**src/rtl/core_pkg.sv**
```systemverilog
// Shared core types and constants for the retirement stage: physical tag type,
// commit width, ROB geometry, exception vector and the retire FSM state encoding.
package core_pkg;

  localparam int ISSUE_WIDTH = 2;
  localparam int ROB_ENTRIES = 32;
  localparam int IDX_W = $clog2(ROB_ENTRIES);
  localparam int PREG_W = 6;
  localparam int ARCH_REGS = 32;
  localparam logic [4:0] XZR = 5'd31;
  localparam logic [31:0] EXC_VECTOR = 32'h0000_0100;

  typedef logic [PREG_W-1:0] preg_tag_t;
  typedef logic [IDX_W-1:0] rob_idx_t;

  typedef enum logic [1:0] {
    RUN     = 2'd0,
    FLUSH   = 2'd1,
    RECOVER = 2'd2
  } retire_state_t;

  // ROB slot after idx, wrapping at the ROB depth even if it is not a power of two.
  function automatic rob_idx_t rob_idx_next(input rob_idx_t idx);
    return (idx == rob_idx_t'(ROB_ENTRIES - 1)) ? '0 : idx + rob_idx_t'(1);
  endfunction

endpackage

```
**src/rtl/retire_unit_if.sv**
```systemverilog
// Bundle between the ROB commit port / downstream consumers and the retire unit.
interface retire_unit_if;
  import core_pkg::*;

  // Handshake: the commit bundle is valid-only. The retire unit never applies
  // backpressure; every valid slot is consumed in the cycle it is presented
  // (and silently dropped while a flush/recover sequence is in progress).
  // Every output *_valid / *_en is a single-cycle pulse with no ready.
  logic [ISSUE_WIDTH-1:0]        commit_valid;
  logic [ISSUE_WIDTH-1:0]        commit_exception;
  logic [ISSUE_WIDTH-1:0]        commit_is_store;
  logic [ISSUE_WIDTH-1:0]        commit_is_branch;
  logic [ISSUE_WIDTH-1:0]        commit_branch_taken;
  logic [ISSUE_WIDTH-1:0]        commit_branch_is_call;
  logic [ISSUE_WIDTH-1:0]        commit_branch_is_return;
  logic [ISSUE_WIDTH-1:0][4:0]   commit_arch_rd;
  preg_tag_t [ISSUE_WIDTH-1:0]   commit_phys_rd;
  rob_idx_t [ISSUE_WIDTH-1:0]    commit_rob_idx;
  logic [ISSUE_WIDTH-1:0][31:0]  commit_pc;
  logic [ISSUE_WIDTH-1:0][31:0]  commit_branch_target;

  logic [ISSUE_WIDTH-1:0]        free_valid;
  preg_tag_t [ISSUE_WIDTH-1:0]   free_tag;
  logic [ISSUE_WIDTH-1:0]        store_release_valid;
  rob_idx_t [ISSUE_WIDTH-1:0]    store_release_rob_idx;
  logic [ISSUE_WIDTH-1:0]        bp_upd_valid;
  logic [ISSUE_WIDTH-1:0]        bp_upd_taken;
  logic [ISSUE_WIDTH-1:0]        bp_upd_is_call;
  logic [ISSUE_WIDTH-1:0]        bp_upd_is_return;
  logic [ISSUE_WIDTH-1:0][31:0]  bp_upd_pc;
  logic [ISSUE_WIDTH-1:0][31:0]  bp_upd_target;
  logic                          flush_en;
  rob_idx_t                      flush_ptr;
  logic                          redirect_valid;
  logic [31:0]                   redirect_pc;
  logic [31:0]                   epc;
  logic                          rat_restore_en;
  preg_tag_t [ARCH_REGS-1:0]     rat_restore_map;
  logic [63:0]                   retired_count;

  modport master (
    output commit_valid, commit_exception, commit_is_store, commit_is_branch,
           commit_branch_taken, commit_branch_is_call, commit_branch_is_return,
           commit_arch_rd, commit_phys_rd, commit_rob_idx, commit_pc, commit_branch_target,
    input  free_valid, free_tag, store_release_valid, store_release_rob_idx,
           bp_upd_valid, bp_upd_taken, bp_upd_is_call, bp_upd_is_return, bp_upd_pc,
           bp_upd_target, flush_en, flush_ptr, redirect_valid, redirect_pc, epc,
           rat_restore_en, rat_restore_map, retired_count
  );

  modport slave (
    input  commit_valid, commit_exception, commit_is_store, commit_is_branch,
           commit_branch_taken, commit_branch_is_call, commit_branch_is_return,
           commit_arch_rd, commit_phys_rd, commit_rob_idx, commit_pc, commit_branch_target,
    output free_valid, free_tag, store_release_valid, store_release_rob_idx,
           bp_upd_valid, bp_upd_taken, bp_upd_is_call, bp_upd_is_return, bp_upd_pc,
           bp_upd_target, flush_en, flush_ptr, redirect_valid, redirect_pc, epc,
           rat_restore_en, rat_restore_map, retired_count
  );

endinterface

```
**src/rtl/retire_rat.sv**
```systemverilog
// Retirement rename map: 32 entries, one write port per commit slot, old-tag reads
// that see earlier same-cycle writes, and the full registered image.
module retire_rat
  import core_pkg::*;
(
  input  logic                        clk,
  input  logic                        reset,
  input  logic [ISSUE_WIDTH-1:0]      we,
  input  logic [ISSUE_WIDTH-1:0][4:0] waddr,
  input  preg_tag_t [ISSUE_WIDTH-1:0] wdata,
  output preg_tag_t [ISSUE_WIDTH-1:0] old_tag,
  output preg_tag_t [ARCH_REGS-1:0]   map_image
);

  preg_tag_t [ARCH_REGS-1:0] map_q;
  preg_tag_t [ARCH_REGS-1:0] map_d;

  // A later slot's old mapping is the newest earlier-slot write to the same rd.
  always_comb begin
    for (int w = 0; w < ISSUE_WIDTH; w++) begin
      old_tag[w] = map_q[waddr[w]];
      for (int p = 0; p < w; p++) begin
        if (we[p] && (waddr[p] == waddr[w])) old_tag[w] = wdata[p];
      end
    end
  end

  always_comb begin
    map_d = map_q;
    for (int w = 0; w < ISSUE_WIDTH; w++) begin
      if (we[w]) map_d[waddr[w]] = wdata[w];
    end
  end

  always_ff @(posedge clk or posedge reset) begin
    if (reset) begin
      for (int i = 0; i < ARCH_REGS; i++) map_q[i] <= preg_tag_t'(i);
    end else begin
      map_q <= map_d;
    end
  end

  assign map_image = map_q;

endmodule

```
**src/rtl/retire_unit.sv**
```systemverilog
// Two-wide retirement: updates the retirement RAT, frees superseded tags, releases
// stores, trains the predictor and sequences flush/redirect/RAT-restore on exceptions.
module retire_unit
  import core_pkg::*;
(
  input  logic          clk,
  input  logic          reset,
  retire_unit_if.slave  rif,
  output retire_state_t state
);

  retire_state_t state_q, state_d;
  logic [ISSUE_WIDTH-1:0]        free_valid_q, free_valid_d;
  preg_tag_t [ISSUE_WIDTH-1:0]   free_tag_q, free_tag_d;
  logic [ISSUE_WIDTH-1:0]        rel_valid_q, rel_valid_d;
  rob_idx_t [ISSUE_WIDTH-1:0]    rel_idx_q, rel_idx_d;
  logic [ISSUE_WIDTH-1:0]        bp_valid_q, bp_valid_d;
  logic [ISSUE_WIDTH-1:0]        bp_taken_q, bp_taken_d;
  logic [ISSUE_WIDTH-1:0]        bp_call_q, bp_call_d;
  logic [ISSUE_WIDTH-1:0]        bp_ret_q, bp_ret_d;
  logic [ISSUE_WIDTH-1:0][31:0]  bp_pc_q, bp_pc_d;
  logic [ISSUE_WIDTH-1:0][31:0]  bp_tgt_q, bp_tgt_d;
  logic                          flush_en_q, flush_en_d;
  rob_idx_t                      flush_ptr_q, flush_ptr_d;
  logic                          redirect_valid_q, redirect_valid_d;
  logic [31:0]                   redirect_pc_q, redirect_pc_d;
  logic [31:0]                   epc_q, epc_d;
  logic                          restore_en_q, restore_en_d;
  logic [63:0]                   count_q, count_d;

  logic [ISSUE_WIDTH-1:0]        slot_ok;
  logic [ISSUE_WIDTH-1:0]        slot_exc;
  logic [ISSUE_WIDTH-1:0]        rat_we;
  preg_tag_t [ISSUE_WIDTH-1:0]   rat_old;
  preg_tag_t [ARCH_REGS-1:0]     rat_image;

  // Slot qualification kept apart from the output logic so the RAT bypass
  // path (we -> old_tag) never loops back through the same block.
  always_comb begin
    logic blocked;
    blocked  = 1'b0;
    slot_ok  = '0;
    slot_exc = '0;
    rat_we   = '0;
    for (int w = 0; w < ISSUE_WIDTH; w++) begin
      if ((state_q == RUN) && rif.commit_valid[w] && !blocked) begin
        slot_ok[w]  = !rif.commit_exception[w];
        slot_exc[w] = rif.commit_exception[w];
        rat_we[w]   = !rif.commit_exception[w] && (rif.commit_arch_rd[w] != XZR);
      end
      blocked = blocked | (rif.commit_valid[w] & rif.commit_exception[w]);
    end
  end

  retire_rat u_rat (
    .clk       (clk),
    .reset     (reset),
    .we        (rat_we),
    .waddr     (rif.commit_arch_rd),
    .wdata     (rif.commit_phys_rd),
    .old_tag   (rat_old),
    .map_image (rat_image)
  );

  always_comb begin
    state_d          = state_q;
    free_valid_d     = '0;
    free_tag_d       = '0;
    rel_valid_d      = '0;
    rel_idx_d        = '0;
    bp_valid_d       = '0;
    bp_taken_d       = '0;
    bp_call_d        = '0;
    bp_ret_d         = '0;
    bp_pc_d          = '0;
    bp_tgt_d         = '0;
    flush_en_d       = 1'b0;
    flush_ptr_d      = flush_ptr_q;
    redirect_valid_d = 1'b0;
    redirect_pc_d    = redirect_pc_q;
    epc_d            = epc_q;
    restore_en_d     = 1'b0;
    count_d          = count_q;
    unique case (state_q)
      RUN: begin
        for (int w = 0; w < ISSUE_WIDTH; w++) begin
          if (slot_ok[w]) begin
            count_d = count_d + 64'd1;
            if (rat_we[w]) begin
              free_valid_d[w] = 1'b1;
              free_tag_d[w]   = rat_old[w];
            end
            if (rif.commit_is_store[w]) begin
              rel_valid_d[w] = 1'b1;
              rel_idx_d[w]   = rif.commit_rob_idx[w];
            end
            if (rif.commit_is_branch[w]) begin
              bp_valid_d[w] = 1'b1;
              bp_taken_d[w] = rif.commit_branch_taken[w];
              bp_call_d[w]  = rif.commit_branch_is_call[w];
              bp_ret_d[w]   = rif.commit_branch_is_return[w];
              bp_pc_d[w]    = rif.commit_pc[w];
              bp_tgt_d[w]   = rif.commit_branch_target[w];
            end
          end
          // At most one slot_exc bit can be set: later slots are blocked.
          if (slot_exc[w]) begin
            epc_d       = rif.commit_pc[w];
            flush_ptr_d = rob_idx_next(rif.commit_rob_idx[w]);
            state_d     = FLUSH;
          end
        end
      end
      FLUSH: begin
        flush_en_d       = 1'b1;
        redirect_valid_d = 1'b1;
        redirect_pc_d    = EXC_VECTOR;
        state_d          = RECOVER;
      end
      RECOVER: begin
        restore_en_d = 1'b1;
        state_d      = RUN;
      end
      default: state_d = RUN;
    endcase
  end

  always_ff @(posedge clk or posedge reset) begin
    if (reset) begin
      state_q          <= RUN;
      free_valid_q     <= '0;
      free_tag_q       <= '0;
      rel_valid_q      <= '0;
      rel_idx_q        <= '0;
      bp_valid_q       <= '0;
      bp_taken_q       <= '0;
      bp_call_q        <= '0;
      bp_ret_q         <= '0;
      bp_pc_q          <= '0;
      bp_tgt_q         <= '0;
      flush_en_q       <= 1'b0;
      flush_ptr_q      <= '0;
      redirect_valid_q <= 1'b0;
      redirect_pc_q    <= '0;
      epc_q            <= '0;
      restore_en_q     <= 1'b0;
      count_q          <= '0;
    end else begin
      state_q          <= state_d;
      free_valid_q     <= free_valid_d;
      free_tag_q       <= free_tag_d;
      rel_valid_q      <= rel_valid_d;
      rel_idx_q        <= rel_idx_d;
      bp_valid_q       <= bp_valid_d;
      bp_taken_q       <= bp_taken_d;
      bp_call_q        <= bp_call_d;
      bp_ret_q         <= bp_ret_d;
      bp_pc_q          <= bp_pc_d;
      bp_tgt_q         <= bp_tgt_d;
      flush_en_q       <= flush_en_d;
      flush_ptr_q      <= flush_ptr_d;
      redirect_valid_q <= redirect_valid_d;
      redirect_pc_q    <= redirect_pc_d;
      epc_q            <= epc_d;
      restore_en_q     <= restore_en_d;
      count_q          <= count_d;
    end
  end

  assign state                     = state_q;
  assign rif.free_valid            = free_valid_q;
  assign rif.free_tag              = free_tag_q;
  assign rif.store_release_valid   = rel_valid_q;
  assign rif.store_release_rob_idx = rel_idx_q;
  assign rif.bp_upd_valid          = bp_valid_q;
  assign rif.bp_upd_taken          = bp_taken_q;
  assign rif.bp_upd_is_call        = bp_call_q;
  assign rif.bp_upd_is_return      = bp_ret_q;
  assign rif.bp_upd_pc             = bp_pc_q;
  assign rif.bp_upd_target         = bp_tgt_q;
  assign rif.flush_en              = flush_en_q;
  assign rif.flush_ptr             = flush_ptr_q;
  assign rif.redirect_valid        = redirect_valid_q;
  assign rif.redirect_pc           = redirect_pc_q;
  assign rif.epc                   = epc_q;
  assign rif.rat_restore_en        = restore_en_q;
  assign rif.rat_restore_map       = rat_image;
  assign rif.retired_count         = count_q;

endmodule
```
**src/flat_wrapper.sv**
```systemverilog
// flat-port wrapper written by rule: the top's interface ports become plain ports
module retire_unit_flat import core_pkg::*;
  (clk, reset, state, rif_commit_valid, rif_commit_exception, rif_commit_is_store, rif_commit_is_branch, rif_commit_branch_taken, rif_commit_branch_is_call, rif_commit_branch_is_return, rif_commit_arch_rd, rif_commit_phys_rd, rif_commit_rob_idx, rif_commit_pc, rif_commit_branch_target, rif_free_valid, rif_free_tag, rif_store_release_valid, rif_store_release_rob_idx, rif_bp_upd_valid, rif_bp_upd_taken, rif_bp_upd_is_call, rif_bp_upd_is_return, rif_bp_upd_pc, rif_bp_upd_target, rif_flush_en, rif_flush_ptr, rif_redirect_valid, rif_redirect_pc, rif_epc, rif_rat_restore_en, rif_rat_restore_map, rif_retired_count);
  retire_unit_if rif_i ();
  input  logic clk;
  input  logic reset;
  output retire_state_t state;
  input wire logic [$bits(rif_i.commit_valid)-1:0] rif_commit_valid;
  input wire logic [$bits(rif_i.commit_exception)-1:0] rif_commit_exception;
  input wire logic [$bits(rif_i.commit_is_store)-1:0] rif_commit_is_store;
  input wire logic [$bits(rif_i.commit_is_branch)-1:0] rif_commit_is_branch;
  input wire logic [$bits(rif_i.commit_branch_taken)-1:0] rif_commit_branch_taken;
  input wire logic [$bits(rif_i.commit_branch_is_call)-1:0] rif_commit_branch_is_call;
  input wire logic [$bits(rif_i.commit_branch_is_return)-1:0] rif_commit_branch_is_return;
  input wire logic [$bits(rif_i.commit_arch_rd)-1:0] rif_commit_arch_rd;
  input wire logic [$bits(rif_i.commit_phys_rd)-1:0] rif_commit_phys_rd;
  input wire logic [$bits(rif_i.commit_rob_idx)-1:0] rif_commit_rob_idx;
  input wire logic [$bits(rif_i.commit_pc)-1:0] rif_commit_pc;
  input wire logic [$bits(rif_i.commit_branch_target)-1:0] rif_commit_branch_target;
  output wire logic [$bits(rif_i.free_valid)-1:0] rif_free_valid;
  output wire logic [$bits(rif_i.free_tag)-1:0] rif_free_tag;
  output wire logic [$bits(rif_i.store_release_valid)-1:0] rif_store_release_valid;
  output wire logic [$bits(rif_i.store_release_rob_idx)-1:0] rif_store_release_rob_idx;
  output wire logic [$bits(rif_i.bp_upd_valid)-1:0] rif_bp_upd_valid;
  output wire logic [$bits(rif_i.bp_upd_taken)-1:0] rif_bp_upd_taken;
  output wire logic [$bits(rif_i.bp_upd_is_call)-1:0] rif_bp_upd_is_call;
  output wire logic [$bits(rif_i.bp_upd_is_return)-1:0] rif_bp_upd_is_return;
  output wire logic [$bits(rif_i.bp_upd_pc)-1:0] rif_bp_upd_pc;
  output wire logic [$bits(rif_i.bp_upd_target)-1:0] rif_bp_upd_target;
  output wire logic [$bits(rif_i.flush_en)-1:0] rif_flush_en;
  output wire logic [$bits(rif_i.flush_ptr)-1:0] rif_flush_ptr;
  output wire logic [$bits(rif_i.redirect_valid)-1:0] rif_redirect_valid;
  output wire logic [$bits(rif_i.redirect_pc)-1:0] rif_redirect_pc;
  output wire logic [$bits(rif_i.epc)-1:0] rif_epc;
  output wire logic [$bits(rif_i.rat_restore_en)-1:0] rif_rat_restore_en;
  output wire logic [$bits(rif_i.rat_restore_map)-1:0] rif_rat_restore_map;
  output wire logic [$bits(rif_i.retired_count)-1:0] rif_retired_count;
  assign rif_i.commit_valid = rif_commit_valid;
  assign rif_i.commit_exception = rif_commit_exception;
  assign rif_i.commit_is_store = rif_commit_is_store;
  assign rif_i.commit_is_branch = rif_commit_is_branch;
  assign rif_i.commit_branch_taken = rif_commit_branch_taken;
  assign rif_i.commit_branch_is_call = rif_commit_branch_is_call;
  assign rif_i.commit_branch_is_return = rif_commit_branch_is_return;
  assign rif_i.commit_arch_rd = rif_commit_arch_rd;
  assign rif_i.commit_phys_rd = rif_commit_phys_rd;
  assign rif_i.commit_rob_idx = rif_commit_rob_idx;
  assign rif_i.commit_pc = rif_commit_pc;
  assign rif_i.commit_branch_target = rif_commit_branch_target;
  assign rif_free_valid = rif_i.free_valid;
  assign rif_free_tag = rif_i.free_tag;
  assign rif_store_release_valid = rif_i.store_release_valid;
  assign rif_store_release_rob_idx = rif_i.store_release_rob_idx;
  assign rif_bp_upd_valid = rif_i.bp_upd_valid;
  assign rif_bp_upd_taken = rif_i.bp_upd_taken;
  assign rif_bp_upd_is_call = rif_i.bp_upd_is_call;
  assign rif_bp_upd_is_return = rif_i.bp_upd_is_return;
  assign rif_bp_upd_pc = rif_i.bp_upd_pc;
  assign rif_bp_upd_target = rif_i.bp_upd_target;
  assign rif_flush_en = rif_i.flush_en;
  assign rif_flush_ptr = rif_i.flush_ptr;
  assign rif_redirect_valid = rif_i.redirect_valid;
  assign rif_redirect_pc = rif_i.redirect_pc;
  assign rif_epc = rif_i.epc;
  assign rif_rat_restore_en = rif_i.rat_restore_en;
  assign rif_rat_restore_map = rif_i.rat_restore_map;
  assign rif_retired_count = rif_i.retired_count;
  retire_unit u_core (.clk(clk), .reset(reset), .rif(rif_i), .state(state));
endmodule
```
**config.mk**
```make
export PLATFORM = sky130hd
export DESIGN_NAME = retire_unit_flat
export DESIGN_NICKNAME = d
export VERILOG_FILES = /design/src/rtl/core_pkg.sv /design/src/rtl/retire_unit_if.sv /design/src/rtl/retire_rat.sv /design/src/rtl/retire_unit.sv /design/src/flat_wrapper.sv
export SDC_FILE = /design/constraint.sdc
export NUM_CORES = 1
export LEC_CHECK = 0
export ABC_AREA = 1
export CORE_MARGIN = 2
export CORE_UTILIZATION = 35
export CTS_CLUSTER_DIAMETER = 30
export DETAILED_ROUTE_END_ITERATION = 10
export HOLD_SLACK_MARGIN = 0.02
export MAX_ROUTING_LAYER = met4
export RECOVER_POWER = 25
export SYNTH_ARGS = -nofsm -noshare
export SYNTH_HDL_FRONTEND = slang
export SYNTH_SLANG_ARGS = --single-unit
```
**constraint.sdc**
```tcl
create_clock -name clk -period 24.4 [get_ports clk]
set_input_delay 2.44 -clock clk [delete_from_list [all_inputs] [get_ports clk]]
set_output_delay 2.44 -clock clk [all_outputs]
set_load 0.05 [all_outputs]
```
==> impl_metrics.yaml <==
finish:
  syn_to_final_growth_pct: 44.1
  drive_gt1_frac: 0.115
  final_util: 0.508
  layout.cells.non_filler: 5178
  nNetsFinal: 4283
sta:
  tns_ps: 0
  relSlewSlack: -2.51
  tightestPinTransition_ps: 5230
  grt_setup_unrepaired: "false"
  clock.fmax_mhz: 116
  setup_viol: 0
  skew_ps: 40.7
  hold_viol: 0
  min_period_ps: 8640
  period_share: 0.354
  slew_violations: 338
clock_network:
  cts_sinks: 460
  cts_root_buffer: "clkbuf_16"
  cts_setup_buffers: 0
  tritoncts: "built"
  cts-hold-fix-buffers: 0
  clockBufferDepth: 3
  clk_latency_ps: 710
  htreeDepth: 4
  post_cts_resized: 0
  cts-buffers-inserted: 133
  cts.clk_slew.worst_paths_ps: 50
logic_synthesis:
  syn_area_per_cell_um2: 7.58
  yosysTopAreaCell: "dfrtp_1"
  async_reset_ff_frac: 1.00
  synthXorXnorAreaFrac: 0.0177
  synthCells: 3460
  syn-cell-area_um2: 26200
  synth-edff-count: 0
  synth_top_family_by_area: "simple AND/OR/NAND/NOR gates"
  synth-main-ff-cell: "dfrtp_1"
  ys_seq_area_frac: 0.443
  yosys-mux-area-fraction: 0
  yosys_register_bits: 460
  synthAdderAreaFrac: 0.00286
  yosysWarnings: 0
  synth.top_cells.by_count: "nand2_1 (808), inv_1 (401), nor2_1 (397)"
  synth_area_leaders: "dfrtp_1 (36%), nand2_1 (12%), dfstp_2 (8.0%)"
  synth_compound_area_frac: 0.174
  synthSimpleGateAreaFrac: 0.265
  yosys.area.top_type_share: 0.363
  ys_types: 52
  yosysMostFrequentCell: "nand2_1"
drt:
  drt_first_pass_iters: 7
  drt-initial-drc-count: 3125
  totalWireLength_um: 122000
  ant_nets: 0
  drc: 0
  vias: 27892
  viasPerCell: 5.39
  routedWlPerCell_um: 23.6
grt:
  grt.total_usage: 0.319
  grt_overflow_total: 0
  grt_pass1_wl_um: 177000
  antenna_found_initial: 3
  grt_max_degree: 183
  grt_pass1_vias: 26696
pwr:
  power_mw: 3.83
  pwr-share-comb: 0.273
  p_seq_frac: 0.280
  peakVddDrop_uv: 62.2
  p_int_mw: 2.42
  switching_share: 0.368
  p_switching_mw: 1.41
  p_per_area_nw_per_um2: 101
  power.leakage_nw: 16.9
  clkPwrFrac: 0.447
placed_design:
  hpwl_um: 88200
  numPlacedInstances: 4935
  port_buffers: 636
  gp_congestion: 0.990
min_path:
  hp-start: "u_core.u_rat.map_image[187]"
  min_path_cells: 0
  worstHoldPathType: "reg -> reg"
  hold-path-endpoint: "u_core.u_rat.map_image[187]"
job:
  cap_viol_max_count: 5
setup_path:
  crit_path_end_kind: "asynchronous set/reset pin"
  startpoint_type: "input port"
  critPathMaxFanout: 108
  reg2reg_depth: 11
  cp.required_ps: 25080
  r2r-start: "u_core.state[0]"
  cp.arrival_ps: 9330
  path_class: "in -> async"
  regToRegSetupSlack_ps: 18880
  r2r_end: "u_core.u_rat.map_image[15]"
floorplan:
  die_w_um: 278
  die_area_um2: 77100
  coreArea_um2: 74300
  die_h_um: 278
  rows: 100
  io_pins: 668
  start_util: 0.353
outcome:
  violations: "capacitance limit, slew limit"
  status: "finished, violations left"
-- power groups by stage --
stage               clock, mW  sequential (mW)  combinational (mW)
CTS                      1.73             1.06                1.04
finish                   1.71             1.07                1.04
detailed placement          0             1.07                1.03
floorplan                   0             1.39               0.276
global route             1.78             1.08                1.10
global placement            0             1.07                1.03
-- metal layers --
layer,track usage,up-vias,part of all wire
li1,-,12672,-
met1,0.415,13255,0.42
met2,0.462,1621,0.43
met3,0.0876,344,0.099
met4,0.143,0,0.047
met5,-,-,0
-- cell type report --
type | count | area, um2
inverter | 424 | 1590
tap | 969 | 1210
timing repair buffer | 683 | 6710
sequential | 460 | 11600
clock buffer | 192 | 3790
clock inverter | 48 | 684
antenna | 3 | 7.51
multi-input combinational | 2399 | 12200
fill | 7222 | 36500
-- worst max-delay path by stage --
stage | start | end | cells after the start | slack [ps]
3_5_place_dp | rif_commit_arch_rd[1] | u_core.u_rat.map_image[22] | 9 | 18480
5_1_grt | reset | u_core.rif.store_release_valid[1] | 4 | 14480
2_1_floorplan | reset | u_core.rif.bp_upd_is_call[0] | 1 | 9270
4_1_cts | rif_commit_arch_rd[1] | u_core.u_rat.map_image[15] | 10 | 19190
3_3_place_gp | rif_commit_arch_rd[1] | u_core.u_rat.map_image[22] | 9 | 18560
6_report | reset | u_core.rif.store_release_valid[1] | 4 | 15760
-- logic make-up after synthesis --
logic type                 Yosys count
AOI/OAI and AO/OA                  737
DFF                                460
other                                1
buffers and inverters              631
xor gates and xnor gates            53
and+or+nand+nor                   1572
adders and majority gates            6
-- worst max-delay path, stage by stage --
cell and delay [ps]:
dlygate4sd3_1 550, clkinvlp_2 2900, clkbuf_1 2300, buf_4 950
-- layout by cell type, fill, tap and decap left out, drive strengths merged, types with 8 or more instances in the layout --
master / n
nand2: 845
clkdlybuf4s50: 633
nor2: 466
inv: 424
dfrtp: 380
o21ai: 293
clkbuf: 197
nand3: 153
o211ai: 123
o22ai: 120
dfstp: 80
a22oi: 77
nand4: 44
buf: 43
a31oi: 42
xor2: 41
nor3: 39
a21oi: 37
clkinv: 32
conb: 31
o221ai: 16
xnor2: 12
bufinv: 11
nand3b: 10
a22o: 8
-- registers in the layout, indices dropped and copies added, names as in the netlist --
name and flops:
u_core.rif.bp_upd_is_call 2, u_core.rif.bp_upd_is_return 2, u_core.rif.bp_upd_pc 64, u_core.rif.bp_upd_taken 2, u_core.rif.bp_upd_target 64, u_core.rif.bp_upd_valid 2
u_core.rif.epc 32, u_core.rif.flush_en 1, u_core.rif.flush_ptr 5, u_core.rif.free_tag 12, u_core.rif.free_valid 2, u_core.rif.rat_restore_en 1
u_core.rif.redirect_pc 1, u_core.rif.retired_count 64, u_core.rif.store_release_rob_idx 10, u_core.rif.store_release_valid 2, u_core.state 2, u_core.u_rat.map_image 192
-- through the flow --
stage	hold WS (ps)	instance area (um2)	setup slack, ps
6_report	421	37800	15760
5_1_grt	422	37800	14480
4_1_cts	389	37800	19190
3_5_place_dp	382	33300	18480
3_3_place_gp	384	33300	18560
2_1_floorplan	570	26300	9270
No activity file was read; power rests on OpenSTA's default activity.
